===== config.mk =====
export PLATFORM = sky130hd
export DESIGN_NAME = text_writer_flat
export DESIGN_NICKNAME = d
export VERILOG_FILES = /design/src/rtl/text_pkg.sv /design/src/rtl/text_writer_if.sv /design/src/rtl/text_cursor.sv /design/src/rtl/text_writer.sv /design/src/flat_wrapper.sv
export SDC_FILE = /design/constraint.sdc
export NUM_CORES = 1
export LEC_CHECK = 0
export ABC_AREA = 1
export CAP_MARGIN = 20
export CORE_MARGIN = 8
export CORE_UTILIZATION = 55
export CTS_CLUSTER_DIAMETER = 100
export DETAILED_ROUTE_END_ITERATION = 10
export GPL_TIMING_DRIVEN = 0
export HOLD_SLACK_MARGIN = 0.06
export PLACE_DENSITY_LB_ADDON = 0.2
export SYNTH_ARGS = -nofsm -noshare
export SYNTH_HDL_FRONTEND = slang
export SYNTH_SLANG_ARGS = --single-unit

===== constraint.sdc =====
create_clock -name clk -period 6.07 [get_ports clk]
set_input_delay 1.214 -clock clk [delete_from_list [all_inputs] [get_ports clk]]
set_output_delay 1.214 -clock clk [all_outputs]
set_load 0.005 [all_outputs]

===== src/rtl/text_pkg.sv =====
// text_pkg: shared sizes, character codes, FSM state type and helpers for
// the text writer block.
//   DEF_COLS/DEF_ROWS : default screen geometry (40 x 25)
//   ADDR_W/DATA_W     : character-memory address and data widths
//   COL_W/ROW_W       : cursor column/row widths
package text_pkg;

    localparam int unsigned DEF_COLS = 40;
    localparam int unsigned DEF_ROWS = 25;
    localparam int unsigned ADDR_W   = 14;
    localparam int unsigned DATA_W   = 8;
    localparam int unsigned COL_W    = 6;
    localparam int unsigned ROW_W    = 5;

    localparam logic [DATA_W-1:0] CH_SPACE = 8'h20;
    localparam logic [DATA_W-1:0] CH_TILDE = 8'h7E;
    localparam logic [DATA_W-1:0] CH_LF    = 8'h0A;
    localparam logic [DATA_W-1:0] CH_CR    = 8'h0D;
    localparam logic [DATA_W-1:0] CH_BS    = 8'h08;
    localparam logic [DATA_W-1:0] CH_FF    = 8'h0C;

    typedef enum logic {
        IDLE  = 1'b0,
        CLEAR = 1'b1
    } state_t;

    // Bytes that are drawn as glyphs rather than interpreted as controls.
    function automatic logic is_printable(input logic [DATA_W-1:0] b);
        return (b >= CH_SPACE) && (b <= CH_TILDE);
    endfunction

endpackage


===== src/rtl/text_writer_if.sv =====
// text_writer_if: byte input stream, character-memory write port and status.
//   in_valid/in_data/in_ready : incoming byte handshake
//   w_en/w_addr/w_data        : character-memory write strobe/address/data
//   cursor_col/cursor_row     : current cursor position
//   busy                      : screen clear in progress
// master = byte source / memory side, slave = text_writer.
interface text_writer_if;
    import text_pkg::*;

    logic              in_valid;
    logic [DATA_W-1:0] in_data;
    logic              in_ready;
    logic              w_en;
    logic [ADDR_W-1:0] w_addr;
    logic [DATA_W-1:0] w_data;
    logic [COL_W-1:0]  cursor_col;
    logic [ROW_W-1:0]  cursor_row;
    logic              busy;

    modport master (
        output in_valid, in_data,
        input  in_ready, w_en, w_addr, w_data, cursor_col, cursor_row, busy
    );

    modport slave (
        input  in_valid, in_data,
        output in_ready, w_en, w_addr, w_data, cursor_col, cursor_row, busy
    );

endinterface


===== src/rtl/text_cursor.sv =====
// text_cursor: screen cursor row/column counters with wrap-around.
//   clk, rst  : clock, synchronous active-high reset
//   advance   : move right one cell, wrapping to the next row at the edge
//   newline   : column 0, next row
//   ret       : column 0, same row
//   back      : move left one cell unless already at column 0
//   home      : jump to (0,0)
//   col, row  : registered cursor position
// Rows wrap from ROWS-1 back to 0 (no scrolling).
module text_cursor
    import text_pkg::*;
#(
    parameter int unsigned COLS = DEF_COLS,
    parameter int unsigned ROWS = DEF_ROWS
) (
    input  logic             clk,
    input  logic             rst,
    input  logic             advance,
    input  logic             newline,
    input  logic             ret,
    input  logic             back,
    input  logic             home,
    output logic [COL_W-1:0] col,
    output logic [ROW_W-1:0] row
);

    logic [ROW_W-1:0] row_inc_c;

    // Next row with wrap to the top of the screen.
    always_comb begin
        row_inc_c = (row == ROW_W'(ROWS - 1)) ? '0 : row + ROW_W'(1);
    end

    always_ff @(posedge clk) begin
        if (rst) begin
            col <= '0;
            row <= '0;
        end else if (home) begin
            col <= '0;
            row <= '0;
        end else if (newline) begin
            col <= '0;
            row <= row_inc_c;
        end else if (ret) begin
            col <= '0;
        end else if (back) begin
            if (col != '0) begin
                col <= col - COL_W'(1);
            end
        end else if (advance) begin
            if (col == COL_W'(COLS - 1)) begin
                col <= '0;
                row <= row_inc_c;
            end else begin
                col <= col + COL_W'(1);
            end
        end
    end

endmodule


===== src/rtl/text_writer.sv =====
// text_writer: turns a stream of character bytes into character-memory
// writes, handling LF, CR, BS and FF (screen clear) control codes.
//   clk, rst : clock, synchronous active-high reset
//   bus      : text_writer_if.slave (byte input, memory write port, cursor,
//              busy)
// Build option: TEXT_WRITER_CLEAR_ON_RESET_EN makes the block clear the
// screen immediately after reset instead of starting in IDLE.
module text_writer
    import text_pkg::*;
#(
    parameter int unsigned COLS = DEF_COLS,
    parameter int unsigned ROWS = DEF_ROWS
) (
    input  logic         clk,
    input  logic         rst,
    text_writer_if.slave bus
);

    localparam int unsigned CELLS = COLS * ROWS;
    // One extra bit so the count can reach CELLS when the screen is 16384 cells.
    localparam int unsigned CNT_W = ADDR_W + 1;

`ifdef TEXT_WRITER_CLEAR_ON_RESET_EN
    localparam logic CLEAR_ON_RESET = 1'b1;
`else
    localparam logic CLEAR_ON_RESET = 1'b0;
`endif

    state_t            state, next_state;
    logic              in_ready_q, busy_q, w_en_q, start_clr;
    logic [ADDR_W-1:0] w_addr_q;
    logic [DATA_W-1:0] w_data_q;
    logic [CNT_W-1:0]  clr_cnt, clr_cnt_nxt;
    logic              w_en_nxt;
    logic [ADDR_W-1:0] w_addr_nxt;
    logic [DATA_W-1:0] w_data_nxt;
    logic              advance, newline, ret, back, home;
    logic [COL_W-1:0]  col;
    logic [ROW_W-1:0]  row;
    logic              accept_c;
    logic [ADDR_W-1:0] cur_addr_c;

    text_cursor #(
        .COLS (COLS),
        .ROWS (ROWS)
    ) u_cursor (
        .clk     (clk),
        .rst     (rst),
        .advance (advance),
        .newline (newline),
        .ret     (ret),
        .back    (back),
        .home    (home),
        .col     (col),
        .row     (row)
    );

    assign accept_c   = bus.in_valid & in_ready_q;
    assign cur_addr_c = ADDR_W'(row) * ADDR_W'(COLS) + ADDR_W'(col);

    // Next state, next write and cursor controls.
    always_comb begin
        next_state  = state;
        clr_cnt_nxt = clr_cnt;
        w_en_nxt    = 1'b0;
        w_addr_nxt  = w_addr_q;
        w_data_nxt  = w_data_q;
        advance     = 1'b0;
        newline     = 1'b0;
        ret         = 1'b0;
        back        = 1'b0;
        home        = 1'b0;
        case (state)
            IDLE: begin
                if (start_clr || (accept_c && bus.in_data == CH_FF)) begin
                    // First clear write (address 0) goes out with the state change.
                    next_state  = CLEAR;
                    home        = 1'b1;
                    w_en_nxt    = 1'b1;
                    w_addr_nxt  = '0;
                    w_data_nxt  = CH_SPACE;
                    clr_cnt_nxt = CNT_W'(1);
                end else if (accept_c) begin
                    if (is_printable(bus.in_data)) begin
                        w_en_nxt   = 1'b1;
                        w_addr_nxt = cur_addr_c;
                        w_data_nxt = bus.in_data;
                        advance    = 1'b1;
                    end else if (bus.in_data == CH_LF) begin
                        newline = 1'b1;
                    end else if (bus.in_data == CH_CR) begin
                        ret = 1'b1;
                    end else if (bus.in_data == CH_BS && col != '0) begin
                        // Erase the cell the cursor moves back onto.
                        back       = 1'b1;
                        w_en_nxt   = 1'b1;
                        w_addr_nxt = cur_addr_c - ADDR_W'(1);
                        w_data_nxt = CH_SPACE;
                    end
                end
            end
            CLEAR: begin
                if (clr_cnt == CNT_W'(CELLS)) begin
                    next_state = IDLE;
                end else begin
                    w_en_nxt    = 1'b1;
                    w_addr_nxt  = ADDR_W'(clr_cnt);
                    w_data_nxt  = CH_SPACE;
                    clr_cnt_nxt = clr_cnt + CNT_W'(1);
                end
            end
            default: next_state = IDLE;
        endcase
    end

    // State register and registered outputs.
    always_ff @(posedge clk) begin
        if (rst) begin
            state      <= IDLE;
            in_ready_q <= 1'b0;
            busy_q     <= 1'b0;
            w_en_q     <= 1'b0;
            w_addr_q   <= '0;
            w_data_q   <= '0;
            clr_cnt    <= '0;
            start_clr  <= CLEAR_ON_RESET;
        end else begin
            state      <= next_state;
            in_ready_q <= (next_state == IDLE);
            busy_q     <= (next_state == CLEAR);
            w_en_q     <= w_en_nxt;
            w_addr_q   <= w_addr_nxt;
            w_data_q   <= w_data_nxt;
            clr_cnt    <= clr_cnt_nxt;
            start_clr  <= 1'b0;
        end
    end

    assign bus.in_ready   = in_ready_q;
    assign bus.busy       = busy_q;
    assign bus.w_en       = w_en_q;
    assign bus.w_addr     = w_addr_q;
    assign bus.w_data     = w_data_q;
    assign bus.cursor_col = col;
    assign bus.cursor_row = row;

endmodule


===== src/flat_wrapper.sv =====
// flat-port wrapper written by rule: the top's interface ports become plain ports
module text_writer_flat import text_pkg::*;
#(
    parameter int unsigned COLS = DEF_COLS,
    parameter int unsigned ROWS = DEF_ROWS
)
  (clk, rst, bus_in_valid, bus_in_data, bus_in_ready, bus_w_en, bus_w_addr, bus_w_data, bus_cursor_col, bus_cursor_row, bus_busy);
  text_writer_if bus_i ();
  input  logic clk;
  input  logic rst;
  input wire logic [$bits(bus_i.in_valid)-1:0] bus_in_valid;
  input wire logic [$bits(bus_i.in_data)-1:0] bus_in_data;
  output wire logic [$bits(bus_i.in_ready)-1:0] bus_in_ready;
  output wire logic [$bits(bus_i.w_en)-1:0] bus_w_en;
  output wire logic [$bits(bus_i.w_addr)-1:0] bus_w_addr;
  output wire logic [$bits(bus_i.w_data)-1:0] bus_w_data;
  output wire logic [$bits(bus_i.cursor_col)-1:0] bus_cursor_col;
  output wire logic [$bits(bus_i.cursor_row)-1:0] bus_cursor_row;
  output wire logic [$bits(bus_i.busy)-1:0] bus_busy;
  assign bus_i.in_valid = bus_in_valid;
  assign bus_i.in_data = bus_in_data;
  assign bus_in_ready = bus_i.in_ready;
  assign bus_w_en = bus_i.w_en;
  assign bus_w_addr = bus_i.w_addr;
  assign bus_w_data = bus_i.w_data;
  assign bus_cursor_col = bus_i.cursor_col;
  assign bus_cursor_row = bus_i.cursor_row;
  assign bus_busy = bus_i.busy;
  text_writer #(.COLS(COLS), .ROWS(ROWS)) u_core (.clk(clk), .rst(rst), .bus(bus_i));
endmodule

Word level (Yosys, flattened, before mapping):

Cells that the tools add are included.

* register bits: 51
* latch bits: 0
* RAM bits: 0
* memory bits (read-only): 0
* input bits: 11
* output and inout port bits: 36
* logic and storage cells: 108
* memories: 0

* add/sub/neg operators: 6
* $mul: 1
* divide/modulo/power cells: 0
* magnitude comparators: 2
* eq/ne operators: 16
* shift operators: 0
* muxes and demuxes: 59
* bitwise gates (word level): 3
* reductions and logical operators: 13

Operator list (number)
* $mux 14: 7
* $mux 8: 7
* $eq 8x4->1 const B: 4
* $mux 15: 2
* $mux 5: 6
* $pmux 15 s2: 1
* $mux 1: 28
* $pmux 14 s2: 1
* $mux 6: 4
* $pmux 8 s2: 1
* $add 15x1->15 const B: 1
* $eq 15x10->1 const B: 1
* $sub 14x1->14 const B: 1
* $add 11x6->12: 1
* $ge 8x6->1 const B: 1
* $le 8x7->1 const B: 1
* $mul 5x3->8 const B: 1
* $ne 4x2->1 const B: 2
* $add 6x1->6 const B: 1
* $eq 6x6->1 const B: 1
* $ne 2x1->1 const B: 3
* $reduce_bool 2->1: 3
* $reduce_bool 6->1: 1
* $sub 6x1->6 const B: 1
* 14 further kinds: 20

Longest topological paths before layout:

Gate-level depths: netlist of the first run.

* depth in word-level cells: 12
* gate-level depth with buffers: 15
* mapped depth without buffers: 15

By module:

A second synthesis of the first run with hierarchy kept.

* cell total of the unflattened synthesis: 542
* area total of the unflattened synthesis: 3572.2 um^2

By module, submodules not included
* text_writer: times used 1, cells each 401, area an instance 2640.0 um^2, seq. area each 800.8 um^2
* text_cursor: times used 1, cells each 141, area an instance 932.1 um^2, seq. area each 220.2 um^2

Least setup slack after synthesis of the first run:

OpenSTA, ideal clock, no wires.

* path kind: input-to-reg
* from: in bus_in_data[1]
* to: reg u_core.w_addr_q[6], in the netlist u_core.bus.w_addr[6]
* library setup time: 0.117 ns
* arrival time: 2.264 ns
* required time: 5.953 ns
* path slack: 3.688 ns
* cell stages on the path: 10
* buffers on the path: 1
* cells stage by stage: or2_1 > nor2_2 > nand3_2 > nand3_2 > nand2_2 > nand2_4 > buf_6 > o21ai_1 > a21oi_1 > nor2_1

* word-level cells in the longest chain between the ends: 6
* elaborated cells between the ends (all ways): 18
* classes of those cells: order compare (2); eq/ne (8); mux (4); reduce/logical (4)

Ends and longest elaborated chain
* from (decl): RTL line flat_wrapper.sv:12 `input wire logic [$bits(bus_i.in_data)-1:0] bus_in_data;`
* $ge 8x6->1 / $le 8x7->1 (equally long branches): RTL line text_pkg.sv:29 `return (b >= CH_SPACE) && (b <= CH_TILDE);`
* $logic_and 1x1->1: RTL line text_pkg.sv:29
* $mux 14: RTL line text_writer.sv:84 `if (is_printable(bus.in_data)) begin`
* $mux 14: RTL line text_writer.sv:83 `end else if (accept_c) begin`
* $mux 14: RTL line text_writer.sv:75 `if (start_clr || (accept_c && bus.in_data == CH_FF)) begin`
* $pmux 14 s2: RTL line text_writer.sv:73 `case (state)`
* to (signal assigned): RTL line text_writer.sv:132 `w_addr_q <= w_addr_nxt;`
* to (decl): RTL line text_writer.sv:31 `logic [ADDR_W-1:0] w_addr_q;`

Several ways; a longest one is shown, not always the timed one. The select of a mux whose other input is x is not followed.
A chain may end at the register's enable or synchronous reset.

Worst setup path after layout of the first run:

* from: in bus_in_data[6]
* to: reg u_core.w_addr_q[6], in the netlist u_core.bus.w_addr[6]

The elaborated chain is that of the path after synthesis.

==> out/results.ini, run 1 <==
[synth]
async_flop_share = 0
synth-compound-area-share = 0.137
syn_area_um2 = 3450
syn_avg_cell_area_um2 = 6.63
yosysSeqAreaShare = 0.296
synth.top_cells.by_count = nand2_1 (121), inv_1 (55), nor2_1 (55)
ys_ff_latch = 51
muxShareOfSynthArea = 0
ys_dominant_reg_cell = dfxtp_1
synthAdderAreaFrac = 0.0659
yosysMostFrequentCell = nand2_1
ys_warn_count = 0
ys_top_cells_by_area = dfxtp_1 (30%), nand2_1 (13%), nand3_1 (7.1%), inv_1 (6.0%), nor2_1 (6.0%)
synth_cell_types = 37
synth_top_cell_area_share = 0.296
synth-edff-count = 0
syn-instance-count = 521
synth_top_family_by_area = simple AND/OR/NAND/NOR gates
synth_nets = 549
synth-simple-area-share = 0.376
synth_top_area_cell = dfxtp_1
synth_xor_area_frac = 0.0380

[cts]
clock-root-buffer = clkbuf_8
clock_path_buffers = 2
h-tree-depth = 2
clk_pin_slew_ns = 0.11
numCtsBuffers = 5
clk_latency_ns = 0.32
cts_sinks = 51
cts_tree = done
hold_buffers = 0
ctsResizeCount = 0
post-cts-setup-buffer-count = 0

[die]
die_h_um = 95.3
fp.dieW_um = 95.3
fp-row-count = 29
core-area_um2 = 6200
die-area_um2 = 9070
start_util = 0.557
io_pins = 47

[setup_path]
worstPathRequired_ns = 6.28
path_max_fanout = 10
startpoint_type = input port
endpoint_kind = register
worstPathArrival_ns = 3.05
setup.worst_path.class = input port to register

[power_and_ir_drop]
comb_power_share = 0.147
leakage_uw = 0.00181
p_int_uw = 469
clkPwrFrac = 0.324
swShare = 0.286
p_seq_frac = 0.529
power_density_nw_per_um2 = 160
ir_drop_v = 0.000104
p_sw_uw = 188

[detailed_routing]
drt_wl_total_um = 9140
drt_iter0_drc = 358
ant_nets = 0
viasPerCell = 5.55
post-route-drc-count = 0
dr.pass1.iters = 5
routedWlPerCell_um = 14.0
num_vias = 3617

[sta]
max_freq_mhz = 352
drv_slew = 0
slew_headroom = 0.610
finalCritPeriodShare = 0.468
fin_crit_ns = 2.84
hold_viol = 0
worst_pin_slew_ns = 0.581
finalSetupTns_ns = 0
final-setup-viol-count = 0
rsz0062_at_grt = false
fin_skew_ns = 0.0119

[run_status]
status = finished, final reports clean

[finish]
syn_to_final_growth_pct = 18.9
nets = 602
diodes = 0
layout-drive-gt1-share = 0.0748
final_area_um2 = 4110

[grt]
grt_usage = 0.206
grt_pass1_vias = 3388
grt_start_max_net_pins = 19
antenna_found_initial = 0
grt_pass1_wl_um = 15300
overflow = 0

[worst_hold_path]
hold_class = register to register

[run]
drv_cap = 0

[place]
place.gp.congestion = 0.909
port_buffers = 46
hpwl_um = 7140
post_dp_cell_area_um2 = 4010

[final timing paths]
check,cells past startpoint,to,slack [ns],start
min reg2reg,2,u_core.bus.w_data[7]$_SDFFE_PP0P_,0.45,u_core.bus.w_data[7]$_SDFFE_PP0P_
max reg2reg,12,u_core.bus.w_addr[11]$_SDFFE_PP0P_,3.45,u_core.u_cursor.row[3]$_SDFFE_PP0P_
max,12,u_core.bus.w_addr[6]$_SDFFE_PP0P_,3.23,bus_in_data[6]
min,2,u_core.bus.w_data[7]$_SDFFE_PP0P_,0.45,u_core.bus.w_data[7]$_SDFFE_PP0P_
[stage by stage]
step / util / power (uW) / std cells / setup slack, ns / hold WS [ns]
3_5_place_dp: 0.647 / 450 / 644 / 2.92 / 0.440
6_report: 0.662 / 656 / 652 / 3.23 / 0.450
3_3_place_gp: 0.647 / 448 / 644 / 2.95 / 0.434
5_1_grt: 0.662 / 683 / 652 / 3.07 / 0.488
2_1_floorplan: - / 410 / 521 / 3.69 / 0.441
4_1_cts: 0.662 / 660 / 652 / 3.25 / 0.457
[flip-flops by register name, indices dropped and copies added (netlist names)]
name / count
u_core.bus.in_ready: 1
u_core.bus.w_addr: 14
u_core.bus.w_data: 8
u_core.bus.w_en: 1
u_core.clr_cnt: 15
u_core.state: 1
u_core.u_cursor.col: 6
u_core.u_cursor.row: 5
[cell usage in the layout, fill, tap and decap left out, types with 2 or more instances in the layout]
master,instances
nand3_1,49
nand3b_1,2
o21ai_0,31
nand2_1,121
nand3_2,5
ha_1,15
nor3_1,11
a21oi_1,36
xnor2_1,3
o21bai_1,2
nor2_1,55
a22oi_1,4
clkbuf_1,3
clkbuf_8,5
nand4_1,14
inv_6,2
clkdlybuf4s50_1,46
nand2_2,6
nand2_4,6
inv_1,55
o211ai_1,2
dfxtp_1,51
nor2_2,3
inv_2,2
fa_1,2
buf_2,2
buf_6,5
o21ai_1,11
xor2_1,12
nor3_2,3
[cell type report]
cell class | instances | area (um2)
plain buffers | 11 | 81.3
multi-input cells | 400 | 2130
repair buffers | 46 | 460
fillers | 583 | 2100
well taps | 77 | 96.3
clock buffers | 5 | 68.8
clock inverters | 3 | 26.3
flip-flops and latches | 51 | 1020
inverters | 59 | 223
[critical path: stages]
cell	delay (ns)
clkdlybuf4s50_1	0.47
inv_1	0.08
nand2_1	0.08
nor2_2	0.27
nand3_2	0.17
nand3_2	0.09
nand2_2	0.11
nand2_4	0.12
buf_6	0.15
o21ai_1	0.07
a21oi_1	0.18
nor2_1	0.06
[kinds of logic (layout without fill, tap and decap cells)]
group | Yosys count | after routing
AOI/OAI and AO/OA | 89 | 89
xor gates and xnor gates | 15 | 15
adders and majority gates | 17 | 17
buffers and inverters | 70 | 124
DFF | 51 | 51
and+or+nand+nor | 279 | 279
[power by group through the flow]
| stage | Clock [uW] | Sequential (uW) | Combinational, uW |
|---|---|---|---|
| 2_1_floorplan | 0 | 355 | 55.1 |
| 3_3_place_gp | 0 | 355 | 93.6 |
| 3_5_place_dp | 0 | 355 | 95.0 |
| 4_1_cts | 217 | 347 | 95.6 |
| 5_1_grt | 228 | 349 | 106 |
| 6_report | 213 | 347 | 96.2 |
[routing by layer]
metal | track usage | routed length (um) | vias up | share of wire
met4 | 0.0598 | 102 | 0 | 0.011
li1 | - | - | 1828 | -
met3 | 0.0409 | 673 | 10 | 0.074
met5 | 0 | 0 | - | 0
met2 | 0.334 | 4060 | 122 | 0.44
met1 | 0.271 | 4300 | 1657 | 0.47
Note: power is estimated with default switching activity, not from simulation.
==> run 2, diff against run 1 <==
--- a/config.mk
+++ b/config.mk
@@ -8,7 +8,7 @@
 export ABC_AREA = 1
 export CAP_MARGIN = 20
 export CORE_MARGIN = 8
-export CORE_UTILIZATION = 55
+export CORE_UTILIZATION = 50
 export CTS_CLUSTER_DIAMETER = 100
 export DETAILED_ROUTE_END_ITERATION = 10
 export GPL_TIMING_DRIVEN = 0
==> constraint.sdc (replaced) <==
create_clock -name clk -period 2.3 [get_ports clk]
set_input_delay 0.46 -clock clk [delete_from_list [all_inputs] [get_ports clk]]
set_output_delay 0.46 -clock clk [all_outputs]
set_load 0.005 [all_outputs]
==> run 2 against run 1 <==
The run now ends with negative setup slack left. Register-to-register slack got worse by 3.6 ns. First-iteration DRC count fell by 33%. Die area rose by 8.3%. Largest cell class unchanged. Highest routed layer unchanged.
==> out/results.ini, run 2 (synthesized netlist as in run 1, its figures left out) <==
[power_and_ir_drop]
p_sw_uw = 471  ; was 188 uW
leakage_uw = 0.00188  ; was 0.00181 uW
swShare = 0.262  ; was 0.286
clkPwrFrac = 0.348  ; was 0.324
p_int_uw = 1330  ; was 469 uW
comb_power_share = 0.146  ; was 0.147
power_density_nw_per_um2 = 415  ; was 160 nW/um2
ir_drop_v = 0.000256  ; was 0.000104 V
p_seq_frac = 0.506  ; was 0.529

[detailed_routing]
routedWlPerCell_um = 15.1  ; was 14.0 um
routed-wl-met2_um = 4510  ; was 4060 um
drt_iter0_drc = 240  ; was 358
viasPerCell = 5.63  ; was 5.55
route.met3.wl_um = 774  ; was 673 um
num_vias = 3730  ; was 3617
met1_length_um = 4590  ; was 4300 um
post-route-drc-count = 0  ; unchanged
drt_wl_total_um = 10000  ; was 9140 um
dr.pass1.iters = 5  ; unchanged
ant_nets = 0  ; unchanged
top_layer_used = met4  ; unchanged

[cts]
numCtsBuffers = 5  ; unchanged
clock_path_buffers = 2  ; unchanged
cts_tree = done  ; unchanged
hold_buffers = 0  ; unchanged
clk_pin_slew_ns = 0.09  ; was 0.11 ns
cts_sinks = 51  ; unchanged
h-tree-depth = 2  ; unchanged
clock-root-buffer = clkbuf_8  ; unchanged
clk_latency_ns = 0.31  ; was 0.32 ns

[sta]
worst_pin_slew_ns = 0.574  ; was 0.581 ns
slew_headroom = 0.614  ; was 0.610
fin_crit_ns = 2.42
drv_slew = 0  ; unchanged
rsz0062_at_grt = true  ; was false
max_freq_mhz = 414
fin_hold_ws_ns = 0.448  ; was 0.450 ns
finalSetupTns_ns = -0.426  ; was 0 ns
final-setup-viol-count = 6  ; was 0
fin_skew_ns = 0.00708  ; was 0.0119 ns
setup_ws_ns = -0.118  ; was 3.23 ns
finalCritPeriodShare = 1.05
hold_viol = 0  ; unchanged

[grt]
antenna_found_initial = 0  ; unchanged
overflow = 0  ; unchanged
grt_start_max_net_pins = 15  ; was 19
grt_pass1_wl_um = 16200  ; was 15300 um
grt_pass1_vias = 3418  ; was 3388
grt_usage = 0.199  ; was 0.206

[finish]
most-common-layout-cells = nand2_1 (112), inv_1 (54), nor2_1 (51), clkdlybuf4s50_1 (46), nand3_1 (45)  ; was nand2_1 (121), inv_1 (55), nor2_1 (55), dfxtp_1 (51), nand3_1 (49)
layout_commonest_cell = nand2_1  ; unchanged
largest_register_ffs = 15  ; unchanged
syn_to_final_growth_pct = 25.5  ; was 18.9%
regMostFlops = u_core.clr_cnt  ; unchanged
diodes = 0  ; unchanged
nets = 610  ; was 602
layout-drive-gt1-share = 0.139  ; was 0.0748

[setup_path]
r2r_cells = 13  ; was 12
crit_path_frequent_cell = nand2_2  ; was nand3_2
worstPathArrival_ns = 2.65  ; was 3.05 ns
path_max_fanout = 3  ; was 10
setup.worst_path.class = register to register  ; was input port to register
r2r_start = u_core.u_cursor.row[1]$_SDFFE_PP0P_  ; was u_core.u_cursor.row[3]$_SDFFE_PP0P_
startpoint_type = register  ; was input port
cp_cell_sequence = ha_4, ha_4, fa_2, nand2_2, nor2_2, nand2_2, nand2_2, nand2_4, a21oi_4, nand3_1, nand2_1, nand2_1, a21oi_1  ; was clkdlybuf4s50_1, inv_1, nand2_1, nor2_2, nand3_2, nand3_2, nand2_2, nand2_4, buf_6, o21ai_1, a21oi_1, nor2_1
r2r_slack_ns = -0.12  ; was 3.45 ns
crit_path_start = u_core.u_cursor.row[1]$_SDFFE_PP0P_  ; was bus_in_data[6]
worstPathRequired_ns = 2.54  ; was 6.28 ns
path_depth = 13  ; was 12
rr_endpoint = u_core.bus.w_addr[9]$_SDFFE_PP0P_  ; was u_core.bus.w_addr[11]$_SDFFE_PP0P_
endpoint_kind = register  ; unchanged
max_stage_delay_ns = 0.55  ; was 0.47 ns
slowest_stage = fa_2  ; was clkdlybuf4s50_1
cp_top_family = adder cells  ; was simple AND/OR/NAND/NOR gates
worst-path-buf-inv = 0  ; was 3
crit_end = u_core.bus.w_addr[9]$_SDFFE_PP0P_  ; was u_core.bus.w_addr[6]$_SDFFE_PP0P_

[run]
drv_cap = 0  ; unchanged

[worst_hold_path]
hold_class = register to register  ; unchanged

[run_status]
violations = negative setup slack
status = finished, violations left  ; was finished, final reports clean

[place]
hpwl_um = 7290  ; was 7140 um
port_buffers = 46  ; unchanged
place.gp.congestion = 0.925  ; was 0.909

[die]
fp-row-count = 30  ; was 29
die-area_um2 = 9820  ; was 9070 um2
core-area_um2 = 6760  ; was 6200 um2
start_util = 0.511  ; was 0.557
die_h_um = 99.1  ; was 95.3 um
fp.dieW_um = 99.1  ; was 95.3 um
io_pins = 47  ; unchanged

[run 2: final cells by class]
type	instances	area (um2)
Tap cell	80	100
Sequential cell	51	1040
Fill cell	603	2420
Buffer	11	81.3
Clock inverter	1	30.0
Multi-Input combinational cell	400	2260
Clock buffer	6	72.6
Inverter	59	223
Timing Repair Buffer	54	524
[run 2: power by group through the flow]
stage / combinational (uW) / clock [uW] / sequential (uW)
finish: 262 / 627 / 911
detailed placement: 253 / 0 / 937
CTS: 257 / 627 / 912
floorplan: 145 / 0 / 937
global placement: 249 / 0 / 937
global route: 290 / 669 / 915
[run 2: through the flow]
stage          cell area [um2]  std cells  total power (uW)  setup slack (ns)  utilization
2_1_floorplan             3460        521              1080            0.0379            -
5_1_grt                   4330        662              1870            -0.177        0.641
3_3_place_gp              4020        647              1190            -0.141        0.595
4_1_cts                   4240        660              1800           -0.0551        0.628
3_5_place_dp              4020        647              1190            -0.170        0.595
6_report                  4330        662              1800            -0.118        0.641
[run 2: timing repair]
| item | CTS | global route |
|---|---|---|
| buffers inserted | 6 | 2 |
| setup endpoints to repair | 6 | 8 |
| resized for setup | 20 | 23 |
| pin swaps | 8 | 12 |
[run 2: per-layer routing]
layer	vias to the layer above	global-route usage
met5	-	0
met2	147	0.324
li1	1840	-
met4	0	0.0431
met3	20	0.0447
met1	1723	0.263
[run 2: worst min-delay path by stage]
stage | from | end | slack (ns) | cells after the start
after floorplan | u_core.bus.w_data[7]$_SDFFE_PP0P_ | u_core.bus.w_data[7]$_SDFFE_PP0P_ | 0.44 | 2
after global placement | u_core.bus.w_data[7]$_SDFFE_PP0P_ | u_core.bus.w_data[7]$_SDFFE_PP0P_ | 0.43 | 2
after detailed placement | u_core.bus.w_data[7]$_SDFFE_PP0P_ | u_core.bus.w_data[7]$_SDFFE_PP0P_ | 0.44 | 2
after CTS | u_core.bus.w_data[7]$_SDFFE_PP0P_ | u_core.bus.w_data[7]$_SDFFE_PP0P_ | 0.45 | 2
after global routing | u_core.bus.w_data[7]$_SDFFE_PP0P_ | u_core.bus.w_data[7]$_SDFFE_PP0P_ | 0.48 | 2
final | u_core.bus.w_data[7]$_SDFFE_PP0P_ | u_core.bus.w_data[7]$_SDFFE_PP0P_ | 0.45 | 2
[run 2: tightest hold or removal path, delay by kind of cell (launching register included)]
family,cells,cell delay (ns)
flip-flops,1,0.32
AND/OR/NAND/NOR,2,0.10
==> run 3, diff against run 2 <==
--- a/config.mk
+++ b/config.mk
@@ -6,7 +6,7 @@
 export NUM_CORES = 1
 export LEC_CHECK = 0
 export ABC_AREA = 1
-export CAP_MARGIN = 20
+export CAP_MARGIN = 15
 export CORE_MARGIN = 8
 export CORE_UTILIZATION = 50
 export CTS_CLUSTER_DIAMETER = 100
==> results of run 3 <==
Same layout as run 2: the final DEF is identical, and so are final timing and power.
